$ cat config.mk
export PLATFORM = sky130hd
export DESIGN_NAME = reg_wb_ctrl
export DESIGN_NICKNAME = d
export VERILOG_FILES = /design/src/rtl/reg_wb_ctrl.sv
export SDC_FILE = /design/constraint.sdc
export NUM_CORES = 1
export LEC_CHECK = 0
export CORE_MARGIN = 3
export CORE_UTILIZATION = 40
export CTS_CLUSTER_DIAMETER = 150
export DETAILED_ROUTE_END_ITERATION = 10
export MAX_ROUTING_LAYER = met4
export PLACE_DENSITY = 0.64
export SLEW_MARGIN = 25
export SYNTH_ARGS = -nofsm -noshare
export SYNTH_HDL_FRONTEND = slang
export SYNTH_SLANG_ARGS = --single-unit
$ cat constraint.sdc
create_clock -name clock -period 5.2 [get_ports clock]
set_input_delay 1.04 -clock clock [delete_from_list [all_inputs] [get_ports clock]]
set_output_delay 1.04 -clock clock [all_outputs]
set_load 0.05 [all_outputs]
$ cat src/rtl/reg_wb_ctrl.sv
`default_nettype none
// ---------------------------------------------------------------------------
// reg_wb_ctrl : in-order writeback queue feeding the register-file write port,
//               with two-operand youngest-match forwarding.   Rev 1.0
// ---------------------------------------------------------------------------
module reg_wb_ctrl #(
  parameter int DEPTH  = 4,
  parameter int DATA_W = 32,
  parameter int ADDR_W = 5
) (
  input  logic                         clock,
  input  logic                         reset,
  input  logic                         mem_valid,
  output logic                         mem_ready,
  input  logic [ADDR_W-1:0]            mem_reg,
  input  logic [DATA_W-1:0]            mem_data,
  input  logic                         alu_valid,
  output logic                         alu_ready,
  input  logic [ADDR_W-1:0]            alu_reg,
  input  logic [DATA_W-1:0]            alu_data,
  output logic [ADDR_W-1:0]            wr_reg_num,
  output logic [DATA_W-1:0]            wr_data,
  output logic                         reg_write,
  input  logic [ADDR_W-1:0]            fwd_reg1,
  input  logic [ADDR_W-1:0]            fwd_reg2,
  output logic                         fwd_hit1,
  output logic                         fwd_hit2,
  output logic [DATA_W-1:0]            fwd_data1,
  output logic [DATA_W-1:0]            fwd_data2,
  output logic [$clog2(DEPTH+1)-1:0]   pending_count,
  output logic                         empty
);

  localparam int PW = $clog2(DEPTH);
  localparam int CW = $clog2(DEPTH+1);
  localparam logic [CW-1:0] C_DEPTH = CW'(DEPTH);

  logic [ADDR_W-1:0] reg_q  [DEPTH];
  logic [ADDR_W-1:0] reg_d  [DEPTH];
  logic [DATA_W-1:0] data_q [DEPTH];
  logic [DATA_W-1:0] data_d [DEPTH];
  logic [PW-1:0]     head_q, head_d, tail_q, tail_d, alu_slot;
  logic [CW-1:0]     count_q, count_d, free;
  logic              reg_write_q, reg_write_d;
  logic [ADDR_W-1:0] wr_reg_num_q, wr_reg_num_d;
  logic [DATA_W-1:0] wr_data_q, wr_data_d;
  logic              mem_enq, alu_enq, deq;

  // Free space ignores a same-cycle pop, so readies never depend on dequeue.
  assign free      = C_DEPTH - count_q;
  assign mem_ready = reset & (free >= CW'(1));
  assign alu_ready = reset & ((free >= CW'(2)) | ((free == CW'(1)) & ~mem_valid));

  // r0 writes complete the handshake but never occupy a slot.
  assign mem_enq = mem_valid & mem_ready & (mem_reg != '0);
  assign alu_enq = alu_valid & alu_ready & (alu_reg != '0);
  assign deq     = (count_q != '0);

  always_comb begin
    reg_d        = reg_q;
    data_d       = data_q;
    head_d       = head_q;
    reg_write_d  = 1'b0;
    wr_reg_num_d = wr_reg_num_q;
    wr_data_d    = wr_data_q;
    if (deq) begin
      reg_write_d  = 1'b1;
      wr_reg_num_d = reg_q[head_q];
      wr_data_d    = data_q[head_q];
      head_d       = head_q + PW'(1);
    end
    alu_slot = tail_q + PW'(mem_enq);
    if (mem_enq) begin
      reg_d[tail_q]  = mem_reg;
      data_d[tail_q] = mem_data;
    end
    if (alu_enq) begin
      reg_d[alu_slot]  = alu_reg;
      data_d[alu_slot] = alu_data;
    end
    tail_d  = alu_slot + PW'(alu_enq);
    count_d = count_q + CW'(mem_enq) + CW'(alu_enq) - CW'(deq);
  end

  always_ff @(posedge clock) begin
    if (!reset) begin
      head_q       <= '0;
      tail_q       <= '0;
      count_q      <= '0;
      reg_write_q  <= 1'b0;
      wr_reg_num_q <= '0;
      wr_data_q    <= '0;
    end else begin
      head_q       <= head_d;
      tail_q       <= tail_d;
      count_q      <= count_d;
      reg_write_q  <= reg_write_d;
      wr_reg_num_q <= wr_reg_num_d;
      wr_data_q    <= wr_data_d;
    end
  end

  always_ff @(posedge clock) begin
    reg_q  <= reg_d;
    data_q <= data_d;
  end

  // Scan oldest to youngest so the last match is the youngest value.
  always_comb begin
    logic [PW-1:0] idx;
    idx       = '0;
    fwd_hit1  = 1'b0;
    fwd_hit2  = 1'b0;
    fwd_data1 = '0;
    fwd_data2 = '0;
    if (reg_write_q && (wr_reg_num_q == fwd_reg1)) begin
      fwd_hit1  = 1'b1;
      fwd_data1 = wr_data_q;
    end
    if (reg_write_q && (wr_reg_num_q == fwd_reg2)) begin
      fwd_hit2  = 1'b1;
      fwd_data2 = wr_data_q;
    end
    for (int k = 0; k < DEPTH; k++) begin
      idx = head_q + PW'(k);
      if ((CW'(k) < count_q) && (reg_q[idx] == fwd_reg1)) begin
        fwd_hit1  = 1'b1;
        fwd_data1 = data_q[idx];
      end
      if ((CW'(k) < count_q) && (reg_q[idx] == fwd_reg2)) begin
        fwd_hit2  = 1'b1;
        fwd_data2 = data_q[idx];
      end
    end
    if (fwd_reg1 == '0) begin
      fwd_hit1  = 1'b0;
      fwd_data1 = '0;
    end
    if (fwd_reg2 == '0) begin
      fwd_hit2  = 1'b0;
      fwd_data2 = '0;
    end
  end

  assign wr_reg_num    = wr_reg_num_q;
  assign wr_data       = wr_data_q;
  assign reg_write     = reg_write_q;
  assign pending_count = count_q;
  assign empty         = (count_q == '0) & ~reg_write_q;

endmodule
`default_nettype wire

# Yosys cells after proc, flatten, opt, wreduce, memory -nomap -nowiden
# Cells that the tools add are included.
dict set report totals {
  regBits 193
  inputBits 88
  out_inout_bits 110
  elab_cells 148
}
dict set report op_classes {
  add_sub_neg 9
  order_cmp 14
  eq_ne 11
  mux 65
  bitwise_logic 17
  reduce_logical 18
}
# cell n
set op_table {}
lappend op_table {{2-to-1 mux 32 bit} 22}
lappend op_table {{binary-select mux 32 bit (select 2 bit)} 4}
lappend op_table {{bitwise mux 128 bit} 2}
lappend op_table {{2-to-1 mux 128 bit} 2}
lappend op_table {{demux 32 bit (select 2 bit)} 2}
lappend op_table {{== test 5 bit} 10}
lappend op_table {{2-to-1 mux 5 bit} 10}
lappend op_table {{binary-select mux 5 bit (select 2 bit)} 4}
lappend op_table {{bitwise mux 20 bit} 2}
lappend op_table {{2-to-1 mux 20 bit} 2}
lappend op_table {{demux 5 bit (select 2 bit)} 2}
lappend op_table {{greater-or-equal comparator 3 bit, second input constant} 6}
lappend op_table {{inverter 2 -> 3 bit} 6}
lappend op_table {{2-to-1 mux 1 bit} 13}
lappend op_table {{logical AND 1 bit} 12}
lappend op_table {{zero test 5 bit} 2}
lappend op_table {{nonzero test 5 bit} 2}
lappend op_table {{AND 1 bit} 8}
lappend op_table {{adder 3 x 1 -> 3 bit} 2}
lappend op_table {{less-than comparator 1 x 3 -> 1 bit, first input constant} 2}
lappend op_table {{less-than comparator 2 x 3 -> 1 bit, first input constant} 2}
lappend op_table {{less-than comparator 3 x 1 -> 1 bit, second input constant} 2}
lappend op_table {{adder 2 x 1 -> 2 bit} 2}
lappend op_table {{adder 2 bit, second input constant} 2}
lappend op_table {{other kinds (10)} 11}

# Logic depth before layout (Yosys ltp)
# Gate-level depths: netlist (run 1).
dict set report logic_depth {
  word_depth 13
  mapped_depth 12
  ltp_nobuf 12
}

# Least setup slack after synthesis (run 1)
# Ideal clock, no wire load.
dict set report synth_timing {
  kind {input to output}
  startpoint {input port fwd_reg2[0]}
  endpoint {output port fwd_data2[10]}
  t_arrival_ps 4395
  t_required_ps 4160
  slack_ps -235
  cell_stages 9
  path_buffers 3
  path_cell_list {clkbuf_1 or2_2 mux2_2 a21oi_1 and3b_1 buf_2 buf_2 a211oi_1 o311ai_0}
}
dict set report synth_between {
  elab_chain_cells 8
  elab_cells_between_ends 17
  classes_between {eq/ne (5); mux (6); reduce/logical (6)}
}
# element line
set synth_lines {}
lappend synth_lines {{start, declared} 25} ;# input logic [ADDR_W-1:0] fwd_reg2,
lappend synth_lines {{== test 5 bit} 120} ;# if (reg_write_q && (wr_reg_num_q == fwd_reg2)) begin
lappend synth_lines {{logical AND 1 bit} 120}
lappend synth_lines {{2-to-1 mux 32 bit} 120}
lappend synth_lines {{2-to-1 mux 32 bit (4 in a row)} 130} ;# if ((CW'(k) < count_q) && (reg_q[idx] == fwd_reg2)) begin
lappend synth_lines {{2-to-1 mux 32 bit *} 139} ;# if (fwd_reg2 == '0) begin
lappend synth_lines {{end, declared} 29} ;# output logic [DATA_W-1:0] fwd_data2,
# Every way passes the cells marked *; elsewhere a longest branch is shown, timed or not.

# Worst setup path in the final report (run 1)
dict set report layout_timing {
  startpoint {input port fwd_reg2[0]}
  endpoint {output port fwd_data2[29]}
}
# Same word-level chain as after synthesis.

==> flow_summary.toml, run 1 <==
[timing]
holdWs_ns = 0.550
fmax_mhz = 203
fin_tns_setup_ns = 0
drv_slew = 0
finalWorstSetupSlack_ns = 0.274
setup_viol = 0
worst_slew_pin_slew_ns = 0.816
clock_skew_ns = 0.0143
period_needed_ns = 4.93
rsz0062_at_grt = "false"
hold_viol_final = 0
slew_headroom = 0.448
finalCritPeriodShare = 0.947

[routing]
antenna_left = 0
drt_iter0_drc = 1815
dr.pass1.iters = 6
route.detailed.drc = 0
drt-total-wl_mm = 61.0
wire_per_inst_um = 23.7
vias = 15730
vias_per_cell = 6.12

[hold_path]
hp-start = "data_q[123]$_DFF_P_"
hold_class = "reg -> reg"
holdPathStages = 2

[grt]
antenna_found_initial = 7
grt.met1_usage = 0.424
grt_start_max_net_pins = 94
top_usage_layer = "met1"
grt_util_met2 = 0.409
grt_pass1_vias = 14346
grt_pass1_wl_mm = 91.7
grtUsageMet3 = 0.0758
grt_overflow = 0
track_usage = 0.295

[power]
ir_worst_vdd_mv = 0.356
power_frac_comb = 0.670
p_per_area_nw_per_um2 = 691
netSwitchingPower_mw = 6.94
p_int_mw = 6.36
p_sw_frac = 0.522
p_leak_nw = 6.73
clkPwrFrac = 0.100
seqPwrFrac = 0.230

[die]
die_area_um2 = 41200
placementRows = 71
die_x_um = 203
ios = 198
core_area_um2 = 37900
initial_core_util = 0.409
die_y_um = 203

[logic_synthesis]
ys_ff_latch = 193
synthesis.nets = 2062
ys_warn_count = 0
synthArstFlopShare = 0
synth_most_common_cell = "nand2_1"
synth.area.top_cells = "dfxtp_1, mux2i_1, nand2_1"
netlist_area_um2 = 15500
yosysSeqAreaShare = 0.249
synth_common_cells = "nand2_1, o21ai_0, mux2i_1"
ys.flop_type = "dfxtp_1"
yosysTopAreaCell = "dfxtp_1"
syn_inst = 1963
yosysTopAreaCellShare = 0.249
avgSynthCellArea_um2 = 7.90
synth-edff-count = 0
synth.distinct_cells = 60

[placement]
gp_congestion = 0.946
place_hpwl_mm = 42.5
preCtsSetupSlack_ns = 0.302
place.port_buffers = 197

[outcome]
status = "finished clean"

[setup_path]
path_class = "in -> out"
cp-startpoint = "fwd_reg2[0]"
r2r-start = "pending_count[0]$_SDFF_PN0_"
ff2ff_path_depth = 10
crit_fanout = 33
cp.arrival_ns = 3.89
cp-end-kind = "output port"
required_ns = 4.16
setup.worst_path.start_class = "input pin"

[clock_tree]
clock_latency_ns = 0.47
cts.path.max_buffers = 2
cts_tree = "done"
post_cts_buffers = 0
cts.clk_slew.worst_paths_ns = 0.08
cts_hold_buffers = 0
cts_resized = 0
cts_root_buf = "clkbuf_16"
clock-sinks = 193
numCtsBuffers = 17
htreeDepth = 4

[flow_run]
drv_cap = 0

[finish]
drive_gt1_frac = 0.186
area_growth_pct = 23.9
fin_nets = 2137
==> cells by family (layout without fill, tap and decap cells) <==
logic type / after synthesis / after routing / synth area share
xor+xnor: 53 / 53 / 0.0299
flops: 193 / 193 / 0.249
buf+inv: 236 / 323 / 0.0627
simple gates: 643 / 643 / 0.201
compound gates: 487 / 487 / 0.203
fa+ha+maj: 11 / 11 / 0.00984
other cells: 0 / 8 / 0
mux: 340 / 340 / 0.245
==> flip-flops by register name (all words and copies together) (netlist names) <==
register       count
pending_count      3
data_q           128
reg_q             20
wr_data           32
tail_q             2
reg_write          1
head_q             2
wr_reg_num         5
==> through the flow <==
stage / area (um2) / instances / power (mW) / utilization
floorplan: 15500 / 1963 / 8.73 / -
global placement: 18600 / 2530 / 11.6 / 0.491
detailed placement: 18600 / 2530 / 11.7 / 0.491
CTS: 19200 / 2561 / 13.1 / 0.506
global route: 19200 / 2568 / 14.0 / 0.507
finish: 19200 / 2569 / 13.3 / 0.507
==> power groups by stage <==
stage               Combinational, mW  Sequential (mW)  Clock [mW]
finish                           8.90             3.06        1.33
global route                     9.48             3.15        1.41
CTS                              8.72             3.03        1.36
detailed placement               8.69             3.05           0
global placement                 8.55             3.01           0
floorplan                        5.60             3.13           0
==> metal layers <==
layer,vias up,wire length [um]
met4,0,1380
met5,-,0
met2,858,25400
met1,7475,27500
met3,116,6690
li1,7281,-
==> cell usage in the layout (no fill, tap or decap), types with 6 or more instances in the layout <==
cell               n
xnor2_1           30
or2_2             64
nand2_1          322
nor2_1            45
dfxtp_1          191
mux2_2            93
a21oi_1           34
a211oi_1          32
clkdlybuf4s50_1  130
buf_4             39
mux4_2            22
o311ai_1          29
inv_1             41
nor3_1            65
nand2b_1           6
o21ai_0          240
xor2_1            22
clkbuf_16         17
mux2i_1          225
diode_2            8
a31o_2            26
o32ai_1           28
and3_1            30
o221ai_1          32
buf_12            80
ha_1               7
o211ai_1          30
nand4b_1          28
and2_1            41
==> path summary, 6_finish.rpt <==
kind	slack, ns	to
worst max-delay path	0.27	fwd_data2[29]
worst min-delay path	0.55	data_q[123]$_DFF_P_
worst max register to register	1.43	data_q[88]$_DFF_P_
worst min register to register	0.55	data_q[123]$_DFF_P_
==> layout make-up <==
class                           instances  area, um2
Antenna cell                            8       20.0
Clock buffer                           17        425
Clock inverter                         14        141
Fill cell                            3563      18700
Inverter                               43        161
Multi-Input combinational cell       1534      10800
Sequential cell                       193       3870
Tap cell                              511        639
Timing Repair Buffer                  249       3200
==> worst max-delay path, stage by stage <==
cell and delay (ns):
clkdlybuf4s50_1 0.58, or2_2 0.37, mux2_2 0.28, a21oi_2 0.15, and3b_1 0.22, buf_12 0.24, a211oi_1 0.08, o311ai_1 0.70
buf_12 0.22
Power figures use the tool's default switching activity.
==> run 2: changes to the inputs <==
--- a/config.mk
+++ b/config.mk
@@ -5,12 +5,15 @@
 export SDC_FILE = /design/constraint.sdc
 export NUM_CORES = 1
 export LEC_CHECK = 0
+export CELL_PAD_IN_SITES_DETAIL_PLACEMENT = 0
+export CELL_PAD_IN_SITES_GLOBAL_PLACEMENT = 1
 export CORE_MARGIN = 3
 export CORE_UTILIZATION = 40
 export CTS_CLUSTER_DIAMETER = 150
 export DETAILED_ROUTE_END_ITERATION = 10
+export GPL_TIMING_DRIVEN = 0
 export MAX_ROUTING_LAYER = met4
-export PLACE_DENSITY = 0.64
+export PLACE_DENSITY = 0.81
 export SLEW_MARGIN = 25
 export SYNTH_ARGS = -nofsm -noshare
 export SYNTH_HDL_FRONTEND = slang
==> run 2 against run 1 <==
The flow now finishes with violations (setup timing). Largest cell class unchanged. Clock power up 6%. Via count up 5.4%. Final cell count up 5.0%.
==> flow_summary.toml, run 2 (synthesized netlist as in run 1, its figures left out) <==
[outcome]
status = "complete, but fails checks"
violations = "setup timing"

[clock_tree]
cts.path.max_buffers = 2
clock-sinks = 193
cts.clk_slew.worst_paths_ns = 0.08
cts_hold_buffers = 0
clock_latency_ns = 0.47
numCtsBuffers = 17
htreeDepth = 4
cts_tree = "done"
cts_root_buf = "clkbuf_16"

[routing]
vias_per_cell = 6.15
dr.pass1.iters = 6
wire_per_inst_um = 26.3
antenna_left = 0
route.detailed.drc = 0
drt_iter0_drc = 2057
drt-total-wl_mm = 70.9
vias = 16582

[die]
die_area_um2 = 41200
ios = 198
initial_core_util = 0.409
die_y_um = 203
die_x_um = 203
core_area_um2 = 37900
placementRows = 71

[timing]
finalWorstSetupSlack_ns = -0.0437
fin_tns_setup_ns = -0.119
period_needed_ns = 5.24
drv_slew = 0
slew_headroom = 0.331
clock_skew_ns = 0.0105
fmax_mhz = 191
hold_viol_final = 0
finalCritPeriodShare = 1.01
rsz0062_at_grt = "true"
worst_slew_pin_slew_ns = 1.00
setup_viol = 6

[setup_path]
ff2ff_path_depth = 10
r2r-start = "pending_count[0]$_SDFF_PN0_"
r2r-end = "data_q[120]$_DFF_P_"
required_ns = 4.16
r2r_slack_ns = 1.13
cp.arrival_ns = 4.20
setup.worst_path.start_class = "flip-flop"
path_class = "reg -> out"
cp-end-kind = "output port"
crit_fanout = 10

[grt]
grt_pass1_wl_mm = 103
grt_start_max_net_pins = 19
top_usage_layer = "met1"
grt_util_met2 = 0.484
grt_pass1_vias = 15194
grt_overflow = 0
antenna_found_initial = 1
grt.met1_usage = 0.504
grtUsageMet3 = 0.0669
track_usage = 0.343

[power]
netSwitchingPower_mw = 7.55
seqPwrFrac = 0.226
ir_worst_vdd_mv = 0.293
p_sw_frac = 0.550
p_per_area_nw_per_um2 = 729
power_frac_comb = 0.671
clkPwrFrac = 0.103
p_int_mw = 6.18
power.total_mw = 13.7
p_leak_nw = 6.71

[finish]
drive_gt1_frac = 0.190
largest_reg_flops = 128
utilization = 0.497
area_growth_pct = 21.4
fin_nets = 2272
largest-register = "data_q"
final_cell_mix = "nand2_1, o21ai_0, mux2i_1"
final_common_cell = "nand2_1"

[placement]
place.port_buffers = 187
place_hpwl_mm = 56.5
gp_congestion = 0.973

[hold_path]
hold_class = "reg -> reg"
holdPathStages = 2
hp-start = "wr_reg_num[1]$_SDFFE_PN0N_"
whs_endpoint = "wr_reg_num[1]$_SDFFE_PN0N_"

[flow_run]
drv_cap = 0
run 2: cell types whose count changed in the layout (fill, tap and decap cells not counted), moves of 9 or more:
| cell | previous run | this run |
|---|---|---|
| a211oi_1 | 32 | 20 |
| mux2i_1 | 225 | 207 |
| clkbuf_2 | 0 | 53 |
| mux2i_2 | 0 | 15 |
| buf_4 | 39 | 14 |
| buf_2 | 0 | 33 |
| clkbuf_1 | 0 | 126 |
| clkdlybuf4s50_1 | 130 | 121 |
| clkdlybuf4s15_2 | 0 | 10 |
| buf_12 | 80 | 0 |
run 2: per-layer routing:
layer  vias to the layer above  share of wire
met4                         0          0.020
li1                       7527              -
met3                        94           0.10
met1                      7983           0.46
met5                         -              0
met2                       978           0.42
run 2: timing repair:
action,CTS,global route
pin swaps,3,3
resized for setup,185,135
endpoints found under the setup margin,66,66
hold endpoints to repair,0,0
cloned,0,0
buffers inserted,4,1
run 2: final cells by class:
class                      instances  area [um2]
antenna                            1        2.50
buffer                           192         841
clock buffer                      19         443
clock inverter                    13         163
fill                            3782       19100
inverter                          43         161
multi-input combinational       1534       11000
sequential                       193        3860
tap                              511         639
timing repair buffer             192        1700
run 2: worst max-delay path, cell delays in order (launching register included):
cell,delay (ns)
dfxtp_1,0.44
clkbuf_4,0.27
buf_4,0.21
buf_4,0.25
buf_4,0.28
buf_4,0.30
buf_4,0.34
mux2i_2,0.48
nor3_1,0.09
nand2_1,0.08
o221ai_1,0.21
a31o_2,0.34
dlygate4sd2_1,0.43
run 2: how the worst max path moves through the flow:
| stage | startpoint | endpoint | slack, ns | cells after the start |
|---|---|---|---|---|
| after floorplan | fwd_reg2[0] | fwd_data2[10] | 0.36 | 9 |
| after global placement | fwd_reg2[0] | fwd_data2[10] | -0.77 | 9 |
| after detailed placement | fwd_reg2[0] | fwd_data2[10] | -0.81 | 10 |
| after CTS | head_q[1]$_SDFFE_PN0N_ | fwd_data2[10] | -0.01 | 12 |
| after global routing | head_q[1]$_SDFFE_PN0N_ | fwd_data1[8] | -0.14 | 12 |
| final | head_q[1]$_SDFFE_PN0N_ | fwd_data1[8] | -0.04 | 12 |
run 2: stage by stage:
| stage | area (um2) | cells | hold WS (ns) | worst slack (ns) |
|---|---|---|---|---|
| finish | 18800 | 2698 | 0.556 | -0.0437 |
| global route | 18800 | 2698 | 0.579 | -0.137 |
| CTS | 18800 | 2697 | 0.550 | -0.0143 |
| detailed placement | 18000 | 2661 | 0.534 | -0.811 |
| global placement | 18000 | 2661 | 0.531 | -0.766 |
| floorplan | 15500 | 1963 | 0.512 | 0.361 |
run 2: power by group through the flow:
stage	clock, mW	combinational [mW]	sequential (mW)
after floorplan	0	5.60	3.13
after global placement	0	8.71	3.00
after detailed placement	0	8.80	3.04
after CTS	1.42	8.87	3.02
after global routing	1.48	9.74	3.16
final	1.41	9.22	3.10
